--- config.mk ---
export PLATFORM = sky130hd
export DESIGN_NAME = spi_apb_arbiter
export DESIGN_NICKNAME = d
export VERILOG_FILES = /design/src/rtl/spi_apb_arbiter.sv
export SDC_FILE = /design/constraint.sdc
export NUM_CORES = 1
export LEC_CHECK = 0
export ABC_AREA = 1
export BUFFER_PORTS_ARGS = -buffer_cell sky130_fd_sc_hd__buf_2
export CORE_MARGIN = 4
export CORE_UTILIZATION = 42
export DETAILED_ROUTE_END_ITERATION = 7
export PLACE_DENSITY = 0.83
export SKIP_LAST_GASP = 1
export SLEW_MARGIN = 20
export SYNTH_ARGS = -nofsm -noshare
export SYNTH_HDL_FRONTEND = slang
export SYNTH_SLANG_ARGS = --single-unit
export TNS_END_PERCENT = 30
--- constraint.sdc ---
create_clock -name pclk_i -period 1.6 [get_ports pclk_i]
set_input_delay 0.08 -clock pclk_i [delete_from_list [all_inputs] [get_ports pclk_i]]
set_output_delay 0.08 -clock pclk_i [all_outputs]
set_load 0.005 [all_outputs]
--- src/rtl/spi_apb_arbiter.sv ---
// spi_apb_arbiter: shares the SPI controller's single APB slave port between
// NUM_MST requesters with round-robin arbitration, per-master bus locking and
// a watchdog that terminates transfers the slave never acknowledges.
//
// state  | meaning
// S_IDLE | no owner, arbitrating among m_penable_i
// S_XFER | owner g drives the slave port, waiting for s_pready_i or timeout
// S_DONE | one-cycle completion (pready/perr pulse) to owner g
// S_LOCK | owner g retains the bus between transfers
module spi_apb_arbiter #(
  parameter int NUM_MST = 4,
  parameter int TIMEOUT = 16
) (
  input  logic                 pclk_i,
  input  logic                 prst_i,
  input  logic [8*NUM_MST-1:0] m_paddr_i,
  input  logic [8*NUM_MST-1:0] m_pwdata_i,
  input  logic [NUM_MST-1:0]   m_pwrite_i,
  input  logic [NUM_MST-1:0]   m_penable_i,
  input  logic [NUM_MST-1:0]   m_lock_i,
  output logic [NUM_MST-1:0]   m_pready_o,
  output logic [NUM_MST-1:0]   m_perr_o,
  output logic [7:0]           m_prdata_o,
  output logic [NUM_MST-1:0]   gnt_o,
  output logic [7:0]           s_paddr_o,
  output logic [7:0]           s_pwdata_o,
  output logic                 s_pwrite_o,
  output logic                 s_penable_o,
  input  logic [7:0]           s_prdata_i,
  input  logic                 s_pready_i
);

  localparam int GW = (NUM_MST > 1) ? $clog2(NUM_MST) : 1;
  localparam int TW = (TIMEOUT > 1) ? $clog2(TIMEOUT) : 1;
  localparam logic [TW-1:0]      TLAST = TW'(TIMEOUT - 1);
  localparam logic [NUM_MST-1:0] ONE   = NUM_MST'(1);

  typedef enum logic [3:0] {
    S_IDLE = 4'b0001,
    S_XFER = 4'b0010,
    S_DONE = 4'b0100,
    S_LOCK = 4'b1000
  } state_t;

  state_t               state_q, state_d;
  logic [GW-1:0]        g_q, g_d;
  logic [GW-1:0]        last_q, last_d;
  logic [TW-1:0]        tcnt_q, tcnt_d;
  logic [NUM_MST-1:0]   gnt_q, gnt_d;
  logic [NUM_MST-1:0]   pready_q, pready_d;
  logic [NUM_MST-1:0]   perr_q, perr_d;
  logic [7:0]           prdata_q, prdata_d;
  logic [GW-1:0]        pick;
  logic                 pick_vld;

  // Round-robin search: first requester after the last served master.
  always_comb begin : p_arb
    logic [GW-1:0] cand;
    pick     = '0;
    pick_vld = 1'b0;
    cand     = '0;
    for (int k = 1; k <= NUM_MST; k++) begin
      cand = GW'((int'(last_q) + k) % NUM_MST);
      if (!pick_vld && m_penable_i[cand]) begin
        pick_vld = 1'b1;
        pick     = cand;
      end
    end
  end

  // Next-state logic; completion outputs are prepared on the XFER->DONE edge.
  always_comb begin : p_fsm
    state_d  = state_q;
    g_d      = g_q;
    last_d   = last_q;
    tcnt_d   = tcnt_q;
    pready_d = '0;
    perr_d   = '0;
    prdata_d = '0;
    unique case (state_q)
      S_IDLE: begin
        if (pick_vld) begin
          g_d     = pick;
          tcnt_d  = '0;
          state_d = S_XFER;
        end
      end
      S_XFER: begin
        if (s_pready_i) begin
          state_d  = S_DONE;
          pready_d = ONE << g_q;
          prdata_d = s_prdata_i;
        end else if (tcnt_q == TLAST) begin
          state_d  = S_DONE;
          pready_d = ONE << g_q;
          perr_d   = ONE << g_q;
        end else begin
          tcnt_d = tcnt_q + 1'b1;
        end
      end
      S_DONE: begin
        last_d  = g_q;
        state_d = m_lock_i[g_q] ? S_LOCK : S_IDLE;
      end
      S_LOCK: begin
        if (m_penable_i[g_q]) begin
          tcnt_d  = '0;
          state_d = S_XFER;
        end else if (!m_lock_i[g_q]) begin
          state_d = S_IDLE;
        end
      end
      default: state_d = S_IDLE;
    endcase
    gnt_d = (state_d == S_IDLE) ? '0 : (ONE << g_d);
  end

  // State and registered outputs with synchronous reset.
  always_ff @(posedge pclk_i) begin
    if (prst_i) begin
      state_q  <= S_IDLE;
      g_q      <= '0;
      last_q   <= GW'(NUM_MST - 1);
      tcnt_q   <= '0;
      gnt_q    <= '0;
      pready_q <= '0;
      perr_q   <= '0;
      prdata_q <= '0;
    end else begin
      state_q  <= state_d;
      g_q      <= g_d;
      last_q   <= last_d;
      tcnt_q   <= tcnt_d;
      gnt_q    <= gnt_d;
      pready_q <= pready_d;
      perr_q   <= perr_d;
      prdata_q <= prdata_d;
    end
  end

  // Slave port follows the owner only while a transfer is in flight.
  always_comb begin : p_smux
    s_paddr_o   = '0;
    s_pwdata_o  = '0;
    s_pwrite_o  = 1'b0;
    s_penable_o = 1'b0;
    if (state_q == S_XFER) begin
      s_paddr_o   = m_paddr_i[8*int'(g_q) +: 8];
      s_pwdata_o  = m_pwdata_i[8*int'(g_q) +: 8];
      s_pwrite_o  = m_pwrite_i[g_q];
      s_penable_o = 1'b1;
    end
  end

  assign gnt_o      = gnt_q;
  assign m_pready_o = pready_q;
  assign m_perr_o   = perr_q;
  assign m_prdata_o = prdata_q;

endmodule

* Word-level counts from Yosys, hierarchy flattened *
Cells that the tools add are included.

storage, ports and cells
  register bits = 32
  latch bits = 0
  memory bits (writable) = 0
  bits in read-only memories = 0
  input bits = 87
  output and inout port bits = 38
  logic and storage cells = 88
  memories = 0

cells by class
  add/subtract/negate cells = 5
  $mul = 0
  divide/modulo/power cells = 0
  magnitude comparators = 5
  equal/unequal tests = 10
  shift-type cells = 4
  muxes and demuxes = 42
  bitwise operators = 2
  reduce and logical (&&, ||, !) cells = 12

operator list
  cell                                                         number
  variable part select 32 x 6 -> 8 bit                         2
  two-way mux 4 bit                                            12
  two-way mux 8 bit                                            2
  case mux 4 bit (4 select lines)                              1
  less-than comparator 2 x 3 -> 1 bit (second input constant)  5
  binary-select mux 1 bit (select 2 bit)                       7
  two-way mux 1 bit                                            13
  two-way mux 2 bit                                            6
  case mux 4 bit (3 select lines)                              1
  == test 4 x 1 -> 1 bit (second input constant)               2
  == test 4 bit (second input constant)                        2
  inequality test 2 bit (second input constant)                4
  << shifter 1 x 2 -> 4 bit (first input constant)             2
  OR reduction 3 bit                                           2
  AND reduction 5 bit                                          1
  adder 2 x 1 -> 2 bit (second input constant)                 2
  adder 2 bit (second input constant)                          2
  adder 4 x 1 -> 4 bit (second input constant)                 1
  == test 4 x 2 -> 1 bit (second input constant)               1
  == test 4 x 3 -> 1 bit (second input constant)               1
  OR reduction 2 bit                                           2
  logical AND 1 bit                                            3
  zero test 1 bit                                              3
  nonzero test 3 bit                                           1
  inverter 1 bit                                               2

* Longest topological paths before layout *
Gate-level depths: netlist of the first run.

  word-level depth = 17
  depth in mapped cells = 14
  gate-level depth less buffers = 13

* Worst setup path after synthesis of the first run *
Ideal clock, no wire load.

  path type = register to register
  start = reg tcnt_q[0]
  end = reg tcnt_q[3]
  setup time = 132 ps
  arrival = 1,309 ps
  data required time = 1,468 ps
  slack = 159 ps
  stages on the path, launching flop included = 12
  path buffers = 0
  period minus slack after synthesis = 1,441 ps
  path through = dfxtp_1 -> ha_1 -> nand2_1 -> inv_1 -> nand2_1 -> nand2_1 -> nand2_1 -> nand2_1 -> nor2_1 -> nand2_2 -> nand2_1 -> a21oi_1

between the ends
  longest elaborated chain between the ends = 4
  elaborated cells between the ends (all ways) = 7
  classes of those cells = 1 x add/sub; 2 x eq/ne; 3 x mux; 1 x reduce/logical

RTL lines
  element                          RTL line  source
  start: declaration               48        logic [TW-1:0] tcnt_q, tcnt_d;
  start signal: assignment         133       tcnt_q <= tcnt_d;
  adder 4 x 1 -> 4 bit             98        tcnt_d = tcnt_q + 1'b1;
  two-way mux 4 bit                93        end else if (tcnt_q == TLAST) begin
  two-way mux 4 bit                89        if (s_pready_i) begin
  case mux 4 bit (3 select lines)  80        unique case (state_q)

Parallel ways exist; a longest one is shown, timed or not. The select of a mux whose other input is x is not followed.
A chain may end at the register's enable or synchronous reset.

* Worst setup path in the final report of the first run *
  start = reg g_q[1]
  end = out s_pwdata_o[2]

between the ends
  longest elaborated chain between the ends = 2

RTL lines
  element                               RTL line  source
  start: declaration                    46        logic [GW-1:0] g_q, g_d;
  start signal: assignment              131       g_q <= g_d;
  variable part select 32 x 6 -> 8 bit  149       s_pwdata_o = m_pwdata_i[8*int'(g_q) +: 8];
  two-way mux 8 bit                     147       if (state_q == S_XFER) begin
  end: declaration                      26        output logic [7:0] s_pwdata_o,

Every way passes these cells.

==> results.toml, run 1 <==
[outcome]
status = "finished, violations left"
violations = "negative setup slack"

[sta]
tightest_slew_ns = 0.289
setup_tns_ns = -0.0600
fin_crit_sh_pct = 102
fin_crit_ns = 1.64
setup_violations = 4
grt_setup_unrepaired = "true"
relSlewSlack_pct = 80.7
skew_ns = 0.00556
setup_slack_ns = -0.0357
fmax_mhz = 611
finalMaxSlewViolations = 0
hold_viol_final = 0

[synthesis]
synthCells = 280
syn_nets = 368
async_flop_share_pct = 0
synth_warnings = 0
yosysMostFrequentCell = "nand2_1"
synth_edf_count = 0
synth_area_mm2 = 0.00194
ys_ff_latch = 32
avgSynthCellArea_um2 = 6.92
seq_area_frac_synth_pct = 33.1
synthDominantCellAreaShare_pct = 33.1
ys_types = 29
ys.flop_type = "dfxtp_1"
synth_top_area_cell = "dfxtp_1"
synthTopCellsByCount = "nand2_1, a22oi_1, dfxtp_1"
synth.area.top_cells = "dfxtp_1, a22oi_1, nand2_1, a21oi_1, inv_1"

[worst_setup_path]
crit_type = "reg -> out"
slowest_stage = "dfxtp_4"
cp-end-kind = "output port"
cpLargestDelayFamily = "buffers and inverters"
critical_path_required_ns = 1.52
rr_startpoint = "g_q[1]"
start_kind = "register"
crit_path_start = "g_q[1]"
max_stage_delay_ns = 0.38
crit_buf_inv = 3
worstPathArrival_ns = 1.56
path_cells = "buf_6, nor2_4, clkbuf_16, a22oi_1, a21oi_1, buf_2"
crit_fanout = 5

[floorplan]
std_cell_rows = 24
core-area_mm2 = 0.00441
die_x_um = 75.9
initial_utilization_pct = 43.9
floorplan.io_pins = 125
fp.dieArea_mm2 = 0.00577
die_y_um = 75.9

[pwr]
p_int_mw = 1.70
clock_power_share_pct = 25.5
p_comb_share_pct = 39.3
max-vdd-ir-drop_mv = 0.525
netSwitchingFraction_pct = 33.8
pwr-share-seq_pct = 35.2
p_per_area_mw_per_mm2 = 862
p_leak_nw = 1.59
p_sw_mw = 0.870

[placement]
hpwl_um = 5130
io_buffers = 124
placed_area_mm2 = 0.00269
gp_congestion = 0.928

[cells_and_area]
design_area_mm2 = 0.00299
drive_gt1_share_pct = 47.1
n_antenna_cell = 0
n_fill_cell = 393
synthToLayoutAreaGrowth_pct = 54.0
finish.net_count = 508

[drt]
drtIter0Drc = 158
antenna_left = 0
first_pass_iters = 5
vias = 2498
avgViaCountPerCell = 5.29
routed_wl_um = 7060
drcViolationCount = 0
wire_per_inst_um = 15.0

[cts]
worstSkewPairLatency_ns = 0.28
cts_buffers = 5
cts_tree = "built"
cts.sinks = 32
clockRootBuffer = "clkbuf_8"
clockBufferDepth = 2
clk_pin_slew_ns = 0.06
htreeDepth = 2

[global_routing]
grt_use_total_pct = 22.1
grt_pass1_vias = 2362
antenna_found_initial = 0
grt_first_pass_wirelength_um = 10700
grt_overflow = 0
grt_max_degree = 20

[min_path]
worstHoldPathType = "in -> reg"
worstHoldStart = "s_prdata_i[6]"

[flow_run]
cap_violations = 0
## metal layers
layer | global-route usage, % | vias up | part of all wire, %
li1 | - | 1215 | -
met2 | 38.3 | 126 | 51
met3 | 5.57 | 19 | 6.4
met4 | 8.01 | 0 | 2.0
met5 | 0 | - | 0
met1 | 26.0 | 1138 | 40
## registers in the layout (all words and copies together), names as in the netlist
signal / count
m_prdata_o: 8
state_q: 4
m_perr_o: 4
tcnt_q: 4
m_pready_o: 4
g_q: 2
last_q: 2
gnt_o: 4
## worst min-delay path, cell delays in order
cell	delay [ns]
buf_2	0.09
inv_1	0.04
nor2_1	0.03
## power by group through the flow
stage / Combinational, mW / Clock [mW] / Sequential [mW]
after detailed placement: 0.870 / 0 / 0.917
after CTS: 0.902 / 0.677 / 0.904
after global routing: 1.11 / 0.713 / 0.913
after global placement: 0.858 / 0 / 0.913
final: 1.01 / 0.657 / 0.906
after floorplan: 0.544 / 0 / 0.899
## metrics by stage
step / utilization, % / hold WS [ns] / total power [mW] / std cells / setup WS (ns)
finish: 67.6 / 0.0123 / 2.57 / 472 / -0.0357
global route: 67.6 / 0.00377 / 2.73 / 472 / -0.103
CTS: 64.7 / 0.00487 / 2.48 / 468 / -0.00393
detailed placement: 60.8 / 0.299 / 1.79 / 455 / -0.00392
global placement: 60.8 / 0.292 / 1.77 / 455 / 0.0402
floorplan: - / 0.167 / 1.44 / 280 / 0.159
## final timing paths
check / end / slack, ns / cells after the start
min: m_prdata_o[6] / 0.01 / 3
max reg2reg: gnt_o[1] / 0.07 / 11
min reg2reg: tcnt_q[2] / 0.50 / 2
max: s_pwdata_o[2] / -0.04 / 6
## kinds of logic (layout without fill, tap and decap cells)
| group | count (synthesis) | in the layout | synth area share (%) |
|---|---|---|---|
| XOR/XNOR | 1 | 1 | 0.452 |
| AND/OR/NAND/NOR | 131 | 131 | 33.5 |
| AO/OA/AOI/OAI | 66 | 66 | 21.4 |
| adder cells (fa/ha/maj) | 1 | 1 | 0.645 |
| flip-flops | 32 | 32 | 33.1 |
| buffers and inverters | 49 | 189 | 10.9 |
## repair_timing
| action | in CTS | in global routing |
|---|---|---|
| buffers inserted | 1 | 2 |
| hold endpoints to repair | 5 | 0 |
| cloned | 0 | 2 |
| resized for setup | 7 | 19 |
| pin swaps | 3 | 7 |
| endpoints found under the setup margin | 22 | 22 |
| hold buffers | 5 | 0 |
## cell usage in the layout, fill, tap and decap left out, types with 5 or more instances in the layout
cell type	synthesis	final
buf_2	3	124
inv_2	5	5
clkbuf_8	0	7
nand2_1	50	47
nor2_1	25	23
nor2_4	3	5
nand3_1	18	17
dfxtp_1	32	28
inv_1	31	31
dlygate4sd3_1	0	5
a21oi_1	26	22
buf_4	1	7
a22oi_1	34	31
nor3_1	7	7
nand2_2	16	19
## area by class of cell
class / instances / area (um2) / share of cell area [%]
clock buffers: 7 / 96.3 / 3.23
repair buffers: 144 / 880 / 29.5
flip-flops and latches: 32 / 651 / 21.8
well taps: 52 / 65.1 / 2.18
inverters: 38 / 150 / 5.03
multi-input cells: 199 / 1140 / 38.3
No activity file was read; power rests on OpenSTA's default activity.
==> run 2: changes to the inputs <==
Settings changed: ABC_AREA 1 to default, CORE_UTILIZATION 42 to 41.
==> run 2 against run 1 <==
The run still ends with negative setup slack left. Non-clock buffer count up 18. Die area down 3.6%. First-iteration DRC count down 44%. Worst setup slack worse by 0.12 ns. Highest routed layer unchanged. Fmax down 6.9%. Register-to-register slack worse by 0.20 ns. Worst hold slack worse by 0.012 ns. Global-route usage down 0.61 points. Core utilization up 5.7 points. Combinational power down 17%. Synthesized cell count down 38%.
==> results.toml, run 2 <==
[floorplan]
core-area_mm2 = 0.00414
fp.dieArea_mm2 = 0.00556
die_y_um = 74.5
floorplan.io_pins = 125
die_x_um = 74.5
initial_utilization_pct = 43.8
std_cell_rows = 23

[cts]
cts_buffers = 5
cts.sinks = 32
htreeDepth = 2
worstSkewPairLatency_ns = 0.28
clockBufferDepth = 2
clockRootBuffer = "clkbuf_8"
clk_pin_slew_ns = 0.07
cts_tree = "built"

[sta]
setup_violations = 34
skew_ns = 0.00435
setup_slack_ns = -0.158
tightest_slew_ns = 0.336
finalMaxSlewViolations = 0
relSlewSlack_pct = 77.4
fin_crit_sh_pct = 110
hold_viol_final = 0
fin_crit_ns = 1.76
grt_setup_unrepaired = "true"
fmax_mhz = 569

[flow_run]
cap_violations = 0

[drt]
first_pass_iters = 6
avgViaCountPerCell = 5.16
antenna_left = 0
drcViolationCount = 0
wire_per_inst_um = 15.8
routed_wl_um = 6080
vias = 1988
drtIter0Drc = 88

[min_path]
worstHoldPathType = "in -> reg"
min_path_cells = 2
worst_hold_path.endpoint = "m_prdata_o[0]"
worstHoldStart = "s_prdata_i[0]"

[synthesis]
synth_top_area_cell = "dfxtp_1"
synthTopCellsByCount = "dfxtp_1, and2_1, mux4_2"
yosysMostFrequentCell = "dfxtp_1"
seq_area_frac_synth_pct = 35.3
synth_warnings = 0
synth.area.top_cells = "dfxtp_1, mux4_2, and2_1, nand2b_1, nor2_1"
syn_nets = 263
avgSynthCellArea_um2 = 10.4
synthDominantCellAreaShare_pct = 35.3
async_flop_share_pct = 0
ys_ff_latch = 32
synthCells = 175
ys.flop_type = "dfxtp_1"
synth_edf_count = 0
synth_area_mm2 = 0.00182
ys_types = 41

[worst_setup_path]
slowest_stage = "or4b_4"
critical_path_required_ns = 1.52
regToRegEndpoint = "gnt_o[1]"
max_stage_delay_ns = 0.58
start_kind = "register"
rr_startpoint = "g_q[0]"
path_cells = "or4b_4, inv_4, buf_8, and2_4, buf_2"
r2r_cells = 6
crit_fanout = 9
worstPathArrival_ns = 1.68
crit_type = "reg -> out"
cp-end-kind = "output port"
r2r_slack_ns = -0.13

[global_routing]
grt_overflow = 0
antenna_found_initial = 0
grt_max_degree = 13
grt_first_pass_wirelength_um = 9030
grt_pass1_vias = 2037
grt_use_total_pct = 21.5

[pwr]
p_per_area_mw_per_mm2 = 803
max-vdd-ir-drop_mv = 0.746
p_leak_nw = 1.48

[cells_and_area]
n_antenna_cell = 0
final_core_util_pct = 73.4
final_common_cell = "buf_2"
drive_gt1_share_pct = 62.7
finish.net_count = 422
synthToLayoutAreaGrowth_pct = 67.5
final_cell_mix = "buf_2, dfxtp_1, buf_4, mux4_2, and2_1"
largest_register_ffs = 8
final_cells = 385

[outcome]
violations = "negative setup slack"
status = "finished, violations left"

[placement]
hpwl_um = 4680
io_buffers = 124
place_inst = 365
gp_congestion = 0.884
run 2: worst max-delay path by stage:
stage | start | end | slack (ns)
global placement | state_q[1] | gnt_o[3] | -0.09
global route | state_q[3] | s_pwdata_o[5] | -0.20
CTS | g_q[0] | s_pwdata_o[2] | -0.16
finish | state_q[3] | s_pwdata_o[5] | -0.16
floorplan | state_q[0] | m_perr_o[0] | -0.08
detailed placement | state_q[3] | gnt_o[2] | -0.11
run 2: metal layers:
layer / global-route usage (%) / routed length, um / vias up
met2: 39.9 / 3290 / 78
met4: 7.51 / 117 / 0
met1: 23.8 / 2250 / 933
met3: 4.86 / 425 / 14
met5: 0 / 0 / -
li1: - / - / 963
run 2: through the flow:
stage / power (mW) / setup TNS [ns] / worst slack (ns) / hold slack (ns) / cell area, um2
finish: 2.44 / -3.07 / -0.158 / 0.000703 / 3040
global route: 2.55 / -5.50 / -0.200 / 0.0114 / 3040
CTS: 2.38 / -3.02 / -0.157 / 0.00185 / 2930
detailed placement: 1.55 / -0.927 / -0.106 / 0.284 / 2660
global placement: 1.53 / -0.496 / -0.0943 / 0.279 / 2660
floorplan: 1.24 / -0.268 / -0.0793 / 0.202 / 1820
run 2: layout make-up:
type | count | area [um2]
tap | 50 | 62.6
inverter | 5 | 21.3
sequential | 32 | 646
multi-input combinational | 128 | 1190
clock buffer | 5 | 68.8
clock inverter | 3 | 42.5
fill | 306 | 1100
timing repair buffer | 162 | 1000
run 2: worst max-delay path: cells and delay by family, from the launching register on:
family,cells,cell delay (ns)
buffers and inverters,3,0.33
DFF,1,0.34
and+or+nand+nor,2,0.72
run 2: kinds of logic after synthesis:
logic type | synth area share, %
mux | 24.7
fa+ha+maj | 0.689
simple gates | 27.0
xor+xnor | 0.483
buf+inv | 3.45
flops | 35.3
compound gates | 8.41
run 2: power by group:
group | switching, mW | leakage, nW | internal (mW)
logic | 0.334 | 1.16 | 0.502
registers | 0.0185 | 0.260 | 0.829
clock network | 0.299 | 0.0541 | 0.460
total | 0.651 | 1.48 | 1.79
run 2: repair_timing:
| item | CTS | global route |
|---|---|---|
| setup buffers | 1 | 2 |
| endpoints found under the setup margin | 30 | 44 |
| pin swaps | 8 | 7 |
| hold buffers | 6 | 0 |
| hold endpoints to repair | 6 | 0 |
| gates cloned | 2 | 1 |
| resized for setup | 18 | 22 |
==> run 3: changes to the inputs <==
Settings changed: TNS_END_PERCENT 30 to default.
==> run 3 against run 2 <==
The run still ends with negative setup slack left. Flip-flop and latch count unchanged. Cell count up 1.8%. Routed wire length up 14%. Register-to-register slack worse by 0.05 ns. Worst setup slack worse by 0.039 ns. Worst hold slack better by 0.013 ns. Core utilization up 5.6 points. Clock skew up 0.0059 ns. Critical path type unchanged. Largest cell class unchanged.
==> results.toml, run 3 (synthesized netlist as in run 2, its figures left out) <==
[outcome]
violations = "negative setup slack"
status = "finished, violations left"

[floorplan]
die_x_um = 74.5
core-area_mm2 = 0.00414
fp.dieArea_mm2 = 0.00556
initial_utilization_pct = 43.8
die_y_um = 74.5
floorplan.io_pins = 125
std_cell_rows = 23

[cells_and_area]
final_core_util_pct = 79.0
regArea_um2 = 649
multi_input_area_mm2 = 0.00129
n_fill_cell = 272
final_cell_mix = "buf_2, dfxtp_1, buf_4, buf_6, mux4_2"
largest_register_ffs = 8
finish.net_count = 428
final_common_cell = "buf_2"
drive_gt1_share_pct = 68.6
synthToLayoutAreaGrowth_pct = 80.4
final_cells = 392

[drt]
wire_per_inst_um = 17.6
vias = 2063
routed_wl_um = 6920
drcViolationCount = 0
avgViaCountPerCell = 5.26
drtIter0Drc = 90
first_pass_iters = 4
antenna_left = 0

[worst_setup_path]
cp-end-kind = "output port"
crit_top_cell = "buf_6"
crit_fanout = 7
critical_path_required_ns = 1.52
crit_type = "reg -> out"
max_stage_delay_ns = 0.50
start_kind = "register"
worstPathArrival_ns = 1.72
path_cells = "buf_6, buf_12, mux4_2, and2_4, buf_6"
slowest_stage = "mux4_2"

[sta]
hold_viol_final = 0
fin_crit_ns = 1.80
grt_setup_unrepaired = "true"
setup_violations = 32
fmax_mhz = 556
finalMaxSlewViolations = 0
setup_slack_ns = -0.197
skew_ns = 0.0103
tightest_slew_ns = 0.403
fin_crit_sh_pct = 112
relSlewSlack_pct = 73.0
worst_hold_slack_ns = 0.0139

[cts]
cts.sinks = 32
worstSkewPairLatency_ns = 0.29
clk_pin_slew_ns = 0.07
clockBufferDepth = 2
cts_buffers = 5
cts_tree = "built"
clockRootBuffer = "clkbuf_8"
htreeDepth = 2

[global_routing]
use_met3_pct = 5.00
grt_overflow = 0
antenna_found_initial = 0
gr-max-usage-layer = "met2"
grt_first_pass_wirelength_um = 9910
grt_pass1_vias = 2067
grt_use_total_pct = 23.9
grt_max_degree = 17
gr-usage-met1_pct = 26.3
grt_util_met2_pct = 44.1

[pwr]
max-vdd-ir-drop_mv = 0.484
p_per_area_mw_per_mm2 = 783
p_leak_nw = 1.57

[placement]
hpwl_um = 4480
post-place-ws_ns = -0.160
io_buffers = 124
place_inst = 358
gp_congestion = 0.885

[flow_run]
cap_violations = 0

[min_path]
worstHoldPathType = "in -> reg"
[run 3: cell count changes in the layout (fill, tap and decap cells not counted), sizes merged]
cell         before  now
buf             156  161
diode             0    1
dlygate4sd3       6    7
[run 3: area by class of cell]
type	instances	area share, %
clock inverter	3	1.30
clock buffer	5	2.10
tap	50	1.91
inverter	5	0.650
timing repair buffer	168	34.6
multi-input combinational	128	39.5
antenna	1	0.0764
sequential	32	19.8
[run 3: metrics by stage]
| stage | setup TNS, ns | cell area [um2] | power, mW |
|---|---|---|---|
| 6_report | -4.40 | 3270 | 2.56 |
| 5_1_grt | -6.58 | 3270 | 2.67 |
| 4_1_cts | -3.35 | 3100 | 2.45 |
| 3_5_place_dp | -1.93 | 2600 | 1.50 |
| 3_3_place_gp | -0.554 | 2600 | 1.49 |
| 2_1_floorplan | -0.268 | 1820 | 1.24 |
[run 3: timing repair]
| action | 4_1_cts | 5_1_grt |
|---|---|---|
| setup buffers | 8 | 11 |
| hold endpoints to repair | 7 | 0 |
| hold buffers | 7 | 0 |
| pin swaps | 12 | 8 |
| cloned | 3 | 0 |
| resized for setup | 59 | 30 |
| endpoints found under the setup margin | 32 | 48 |
[run 3: where the power goes]
group	switching, mW	internal, mW	total [mW]	leakage (nW)
Clock	0.327	0.461	0.787	0.0541
Sequential	0.0275	0.831	0.858	0.261
Combinational	0.361	0.557	0.918	1.26
[run 3: worst paths after layout]
check	start	to	slack, ns	depth (start not counted)
setup / recovery	g_q[0]	s_pwdata_o[3]	-0.20	5
setup reg to reg	state_q[0]	m_perr_o[2]	-0.18	4
hold / removal	s_prdata_i[1]	m_prdata_o[1]	0.01	2
hold reg to reg	tcnt_q[0]	tcnt_q[0]	0.51	2
[run 3: worst max-delay path, delay by kind of cell (launching register included)]
kind	cells	cell delay [ns]
buf+inv	3	0.36
mux	1	0.50
flops	1	0.40
simple gates	1	0.18
[run 3: metal layers]
layer  vias up  routed length [um]
met2        72                3770
met4         0                 192
met5         -                   0
met1      1001                2570
met3        17                 384
li1        973                   -
